--- src/rtl/mem_port_sched.sv ---
// Arbitrates the single-port RAM between IF and MEM, sequences wait states and
// derives pipeline freeze/flush controls. Optional fetch buffer: IF_BUF_EN.
module mem_port_sched #(
  parameter int unsigned WAIT_CYCLES = 5,
  parameter int unsigned ADDR_W      = 18
) (
  input  logic              clk,
  input  logic              rst,
  input  logic              if_req,
  input  logic [31:0]       if_addr,
  input  logic              mem_rd,
  input  logic              mem_wr,
  input  logic [31:0]       mem_addr,
  input  logic [31:0]       mem_wdata,
  input  logic              hz_stall,
  input  logic              br_taken,
  input  logic [31:0]       ram_rdata,
  output logic [ADDR_W-1:0] ram_addr,
  output logic [31:0]       ram_wdata,
  output logic              ram_we,
  output logic              ram_re,
  output logic [31:0]       if_rdata,
  output logic              if_ready,
  output logic [31:0]       mem_rdata,
  output logic              mem_ready,
  output logic              freeze_if,
  output logic              freeze_pipe,
  output logic              flush_if_id
);

  typedef enum logic [1:0] {IDLE, MEM_ACC, IF_ACC, DONE} state_e;

  localparam logic [3:0] CNT_LAST = 4'(WAIT_CYCLES);

  state_e            state_q;
  logic [3:0]        cnt_q;
  logic              abort_q;
  logic [ADDR_W-1:0] ram_addr_q;
  logic [31:0]       ram_wdata_q;
  logic              ram_we_q;
  logic              ram_re_q;
  logic [31:0]       if_rdata_q;
  logic [31:0]       mem_rdata_q;
  logic              if_rdy_q;
  logic              mem_rdy_q;

  logic [ADDR_W-1:0] if_word;
  logic [ADDR_W-1:0] mem_word;
  logic              mem_req;
  logic              unused_addr_bits;

  assign if_word  = if_addr[ADDR_W+1:2];
  assign mem_word = mem_addr[ADDR_W+1:2];
  assign mem_req  = mem_rd | mem_wr;
  assign unused_addr_bits = ^{if_addr[1:0], if_addr[31:ADDR_W+2],
                              mem_addr[1:0], mem_addr[31:ADDR_W+2]};

`ifdef IF_BUF_EN
  logic              buf_valid_q;
  logic [ADDR_W-1:0] buf_addr_q;
  logic [31:0]       buf_instr_q;
  logic              buf_hit;

  assign buf_hit = buf_valid_q && (buf_addr_q == if_word);
`endif

  always_ff @(posedge clk) begin
    if (rst) begin
      state_q     <= IDLE;
      cnt_q       <= '0;
      abort_q     <= 1'b0;
      ram_addr_q  <= '0;
      ram_wdata_q <= '0;
      ram_we_q    <= 1'b0;
      ram_re_q    <= 1'b0;
      if_rdata_q  <= '0;
      mem_rdata_q <= '0;
      if_rdy_q    <= 1'b0;
      mem_rdy_q   <= 1'b0;
`ifdef IF_BUF_EN
      buf_valid_q <= 1'b0;
      buf_addr_q  <= '0;
      buf_instr_q <= '0;
`endif
    end else begin
      if_rdy_q  <= 1'b0;
      mem_rdy_q <= 1'b0;
      case (state_q)
        IDLE: begin
          abort_q <= 1'b0;
          if (mem_req) begin
            state_q     <= MEM_ACC;
            cnt_q       <= 4'd1;
            ram_addr_q  <= mem_word;
            ram_wdata_q <= mem_wdata;
            ram_we_q    <= mem_wr;
            ram_re_q    <= mem_rd;
          end else if (if_req) begin
`ifdef IF_BUF_EN
            if (buf_hit) begin
              if_rdata_q <= buf_instr_q;
              if_rdy_q   <= 1'b1;
              state_q    <= DONE;
            end else begin
`else
            begin
`endif
              state_q    <= IF_ACC;
              cnt_q      <= 4'd1;
              ram_addr_q <= if_word;
              ram_we_q   <= 1'b0;
              ram_re_q   <= 1'b1;
            end
          end
        end
        MEM_ACC: begin
          if (cnt_q == CNT_LAST) begin
            if (ram_re_q) mem_rdata_q <= ram_rdata;
            mem_rdy_q <= 1'b1;
            ram_we_q  <= 1'b0;
            ram_re_q  <= 1'b0;
            state_q   <= DONE;
`ifdef IF_BUF_EN
            if (ram_we_q && (buf_addr_q == ram_addr_q)) buf_valid_q <= 1'b0;
`endif
          end else begin
            cnt_q <= cnt_q + 4'd1;
          end
        end
        IF_ACC: begin
          if (br_taken) abort_q <= 1'b1;
          if (cnt_q == CNT_LAST) begin
            // The fetch always lands in if_rdata; only the ready pulse is squashed.
            if_rdata_q <= ram_rdata;
            if_rdy_q   <= ~(abort_q | br_taken);
            ram_re_q   <= 1'b0;
            state_q    <= DONE;
`ifdef IF_BUF_EN
            buf_valid_q <= 1'b1;
            buf_addr_q  <= ram_addr_q;
            buf_instr_q <= ram_rdata;
`endif
          end else begin
            cnt_q <= cnt_q + 4'd1;
          end
        end
        DONE: begin
          state_q <= IDLE;
          cnt_q   <= '0;
          abort_q <= 1'b0;
        end
        default: state_q <= IDLE;
      endcase
    end
  end

  assign ram_addr  = ram_addr_q;
  assign ram_wdata = ram_wdata_q;
  assign ram_we    = ram_we_q;
  assign ram_re    = ram_re_q;
  assign if_rdata  = if_rdata_q;
  assign mem_rdata = mem_rdata_q;
  assign mem_ready = mem_rdy_q;
  // A branch resolved in the DONE cycle still squashes the registered pulse.
  assign if_ready  = if_rdy_q & ~br_taken;

  assign freeze_pipe = mem_req & ~mem_ready;
  assign freeze_if   = freeze_pipe | hz_stall | (if_req & ~if_ready);
  assign flush_if_id = br_taken & ~freeze_pipe;

endmodule

--- config.mk ---
export PLATFORM = sky130hd
export DESIGN_NAME = mem_port_sched
export DESIGN_NICKNAME = d
export VERILOG_FILES = /design/src/rtl/mem_port_sched.sv
export SDC_FILE = /design/constraint.sdc
export NUM_CORES = 1
export LEC_CHECK = 0
export ABC_AREA = 1
export CORE_MARGIN = 2
export CORE_UTILIZATION = 42
export DETAILED_ROUTE_END_ITERATION = 16
export HOLD_SLACK_MARGIN = 0.05
export PLACE_DENSITY = 0.84
export RECOVER_POWER = 25
export SLEW_MARGIN = 30
export SYNTH_ARGS = -nofsm -noshare
export SYNTH_HDL_FRONTEND = slang
export SYNTH_SLANG_ARGS = --single-unit
export TNS_END_PERCENT = 10
--- constraint.sdc ---
create_clock -name clk -period 3.39 [get_ports clk]
set_input_delay 0.8475 -clock clk [delete_from_list [all_inputs] [get_ports clk]]
set_output_delay 0.8475 -clock clk [all_outputs]
set_load 0.01 [all_outputs]
==> Word level (Yosys, flattened, before mapping) <==
Cells that the tools add are included.
Widths: inputs -> output; s select.
{ "classes": {"bitwise": 16, "eq_ne": 9, "n_mux": 20, "addsub": 1, "n_reduce_logical": 18} }
{ "ops": {"columns": ["cell", "n"], "rows": [
  ["$mux 18", 2],
  ["$mux 4", 3],
  ["$pmux 4 s3", 1],
  ["$reduce_and 2->1", 6],
  ["$reduce_and 3->1", 3],
  ["$not 1->1", 8],
  ["$reduce_bool 2->1", 4],
  ["$mux 1", 7],
  ["$mux 2", 3],
  ["$ne 2x2->1 const B", 3],
  ["$pmux 1 s2", 3],
  ["$pmux 2 s3", 1],
  ["$reduce_or 2->1", 3],
  ["$add 4x1->4 const B", 1],
  ["$and 1x1->1", 4],
  ["$eq 2x2->1 const B", 2],
  ["$eq 4x3->1 const B", 1],
  ["$or 1x1->1", 4],
  ["$ne 3x3->1 const B", 1],
  ["$reduce_or 3->1", 1],
  ["$eq 2x1->1 const B", 1],
  ["$logic_not 2->1", 1],
  ["$ne 2x1->1 const B", 1]
]} }
{ "word_totals": {"wordCells": 75, "in_bits": 135, "ff_bits": 125} }

==> Longest topological paths before layout <==
{ "logic_depth": {"word_depth": 5, "depth_mapped": 9, "mapped_depth_nobuf": 9} }

==> Least setup slack after synthesis <==
OpenSTA, ideal clock, no wires.
{ "synth_timing": {"kind": "input-to-output", "from": "input mem_wr", "to": "output freeze_if", "path_buffers": 1, "path_slack_ns": 0.926, "arrival_time_ns": 1.616, "stages": 5, "cell_sequence": "nor2_4 -> buf_1 -> nor2_1 -> nor2_1 -> o21ai_0"} }
{ "synth_via": {"elab_chain_len": 4} }
{ "synth_lines": {"columns": ["item", "line", "text"], "rows": [
  ["start, declared", "12", "input logic mem_wr,"],
  ["$or 1x1->1", "54", "assign mem_req = mem_rd | mem_wr;"],
  ["$and 1x1->1", "167", "assign freeze_pipe = mem_req & ~mem_ready;"],
  ["named net freeze_pipe", "27", "output logic freeze_pipe,"],
  ["$or 1x1->1 (2 in a row)", "168", "assign freeze_if = freeze_pipe | hz_stall | (if_req & ~if_ready);"],
  ["end, declared", "26", "output logic freeze_if,"]
]} }
The timed path passes the listed nets, and every way through them passes these cells.

==> Worst setup path after layout <==
{ "layout_timing": {"from": "input mem_wr", "to": "output flush_if_id"} }
{ "layout_via": {"elab_chain_len": 4} }
{ "layout_lines": {"columns": ["item", "line", "text"], "rows": [
  ["$or 1x1->1", "54", null],
  ["$and 1x1->1", "167", null],
  ["$not 1->1", "169", "assign flush_if_id = br_taken & ~freeze_pipe;"],
  ["$and 1x1->1", "169", null],
  ["end, declared", "28", "output logic flush_if_id"]
]} }
Every way passes these cells.

==> impl_metrics.env <==
export IMPL_ys_seq_area_frac=0.516
export IMPL_setup_violations=0
export IMPL_synth_fa_ha_area_frac=0.0181
export IMPL_startpoint_type="primary input"
export IMPL_pin_count=256
export IMPL_grt_overflow_total=0
export IMPL_synth_cell_types=20
export IMPL_die_y_um=111
export IMPL_cts_clk_slew_worst_paths_ps=60
export IMPL_die_x_um=111
export IMPL_mostFrequentLayoutCells="clkdlybuf4s50_1 (204), nor2_1 (178), dfxtp_1 (125), nand2_1 (116), o21ai_0 (75)"
export IMPL_hold_path_end="if_rdy_q"
export IMPL_ant_nets=0
export IMPL_violations="max-capacitance violations, max-slew violations"
export IMPL_ys_ff_latch=125
export IMPL_synthesis_nets=803
export IMPL_max_freq_mhz=311
export IMPL_cts_root_buf="clkbuf_16"
export IMPL_setup_ws_ps=170
export IMPL_wire_per_inst_um=13.6
export IMPL_min_from="abort_q"
export IMPL_routed_wl_um=14000
export IMPL_fin_area_um2=7800
export IMPL_syn_area_um2=4850
export IMPL_drt_pass1_iter_count=5
export IMPL_drtIter0Drc=326
export IMPL_whs_path_depth=1
export IMPL_fin_nets=1020
export IMPL_cts_buffers_inserted=17
export IMPL_fin_skew_ps=7.82
export IMPL_drive_gt1_frac=0.0527
export IMPL_tightest_slew_ps=1830
export IMPL_rsz0062_at_grt="false"
export IMPL_antennaDiodeCount=0
export IMPL_final_min_clock_period_ps=3220
export IMPL_grtUsageTotal=0.231
export IMPL_synth_avg_cell_area_um2=7.33
export IMPL_route_detailed_drc=0
export IMPL_rr_endpoint="mem_rdata[27]"
export IMPL_portBuffers=227
export IMPL_worstPathRequired_ps=2540
export IMPL_grt_pass1_wl_um=23300
export IMPL_cts_htree_levels=4
export IMPL_total_leakage_power_uw=0.00311
export IMPL_ff2ff_path_depth=8
export IMPL_placed_cells=1002
export IMPL_cp_end_kind="output port"
export IMPL_initial_core_util=0.428
export IMPL_post_route_period_util=0.950
export IMPL_slew_headroom=-0.223
export IMPL_ctsHoldBuffers=0
export IMPL_drv_slew=39
export IMPL_yosys_area_share_simple=0.281
export IMPL_via_count=5023
export IMPL_worstPathArrival_ps=2370
export IMPL_pre_cts_ws_ps=202
export IMPL_final_hold_viol_count=0
export IMPL_cap_viol_max_count=1
export IMPL_synth_compound_area_frac=0.133
export IMPL_ys_warn_count=0
export IMPL_fin_util=0.689
export IMPL_clock_sinks=125
export IMPL_outcome="finished, violations left"
export IMPL_grt_max_degree=39
export IMPL_gp_congestion=0.796
export IMPL_placedInstanceArea_um2=7210
export IMPL_power_density_nw_per_um2=652
export IMPL_layout_cells_most_common="clkdlybuf4s50_1"
export IMPL_hpwlAfterDp_um=9620
export IMPL_critPathMaxFanout=4
export IMPL_crit_type="primary input to output port"
export IMPL_core_rowCount=39
export IMPL_ir_drop_v=0.000483
export IMPL_die_area_um2=12400
export IMPL_core_area_um2=11300
export IMPL_synth_top_family_by_area="simple AND/OR/NAND/NOR gates"
export IMPL_cts_setup_buffers=0
export IMPL_grt_pass1_vias=4906
export IMPL_final_cells=1034
export IMPL_cts_tree="yes"
export IMPL_viasPerCell=4.86
export IMPL_antenna_found_initial=0
export IMPL_area_growth_pct=60.9
export IMPL_r2r_start="cnt_q[0]"
export IMPL_regToRegSetupSlack_ps=1380
export IMPL_hold_path_class="register to register"
export IMPL_tns_ps=0
export IMPL_clk_latency_ps=410
export IMPL_synth_mux_area_frac=0
export IMPL_synth_xor_area_frac=0
export IMPL_netlist_instances=661
export IMPL_cts_path_max_buffers=2
export IMPL_cts_resized=0
## metal layers
metal  track usage  wire length, µm
met5             0                0
met1         0.282             5880
met2         0.383             6740
met3        0.0778             1190
met4        0.0831              210
## flip-flops by register name, indices dropped and copies added, names as in the netlist
| name | count |
|---|---|
| state_q | 2 |
| cnt_q | 4 |
| mem_ready | 1 |
| ram_re | 1 |
| mem_rdata | 32 |
| ram_we | 1 |
| if_rdata | 32 |
| ram_addr | 18 |
| ram_wdata | 32 |
| if_rdy_q | 1 |
| abort_q | 1 |
## worst max-delay path, stage by stage
cell and delay (ps):
clkdlybuf4s50_1 510, nor2_4 150, nor2_1 60, buf_4 140, nor2_1 100, clkdlybuf4s50_1 570
## power breakdown
part / internal (µW) / total [µW] / leakage, µW / switching, µW
clock network: 1190 / 1820 / 0.000295 / 637
logic: 665 / 1460 / 0.00180 / 795
registers: 1690 / 1800 / 0.00102 / 109
## cells by family (layout without fill, tap and decap cells)
group	Yosys count	in the layout
and+or+nand+nor	340	340
buffers and inverters	61	291
DFF	125	125
adders and majority gates	7	7
AOI/OAI and AO/OA	128	128
## per-stage QoR
stage          hold WS (ps)  power, µW
2_1_floorplan           399       2590
3_3_place_gp            416       3280
3_5_place_dp            424       3310
4_1_cts                 431       5150
5_1_grt                 461       5380
6_report                429       5090
## cell type report
type                            count  area, µm²
Clock buffer                       20        457
Clock inverter                     12        144
Fill cell                         938       3520
Inverter                           20       75.1
Multi-Input combinational cell    475       2090
Sequential cell                   125       2500
Tap cell                          143        179
Timing Repair Buffer              239       2350
## worst max path at each step
stage | start | endpoint | slack (ps) | cells past startpoint
2_1_floorplan | mem_wr | freeze_if | 930 | 5
3_3_place_gp | mem_wr | freeze_if | 210 | 6
3_5_place_dp | mem_wr | freeze_if | 200 | 6
4_1_cts | mem_wr | flush_if_id | 180 | 6
5_1_grt | mem_wr | flush_if_id | 110 | 6
6_report | mem_wr | flush_if_id | 170 | 6
## cells in the mapped netlist (all sizes together)
cell type | instances | area (µm²)
inv | 20 | 75.1
o21bai | 1 | 7.51
a21oi | 40 | 200
nor2 | 180 | 691
nand3 | 40 | 210
dfxtp | 125 | 2500
nand4 | 2 | 12.5
buf | 14 | 78.8
clkbuf | 27 | 101
nor4 | 1 | 6.26
ha | 7 | 87.6
nor3 | 1 | 5.00
o21ai | 87 | 435
nand2 | 116 | 435
Power figures use the tool's default switching activity.
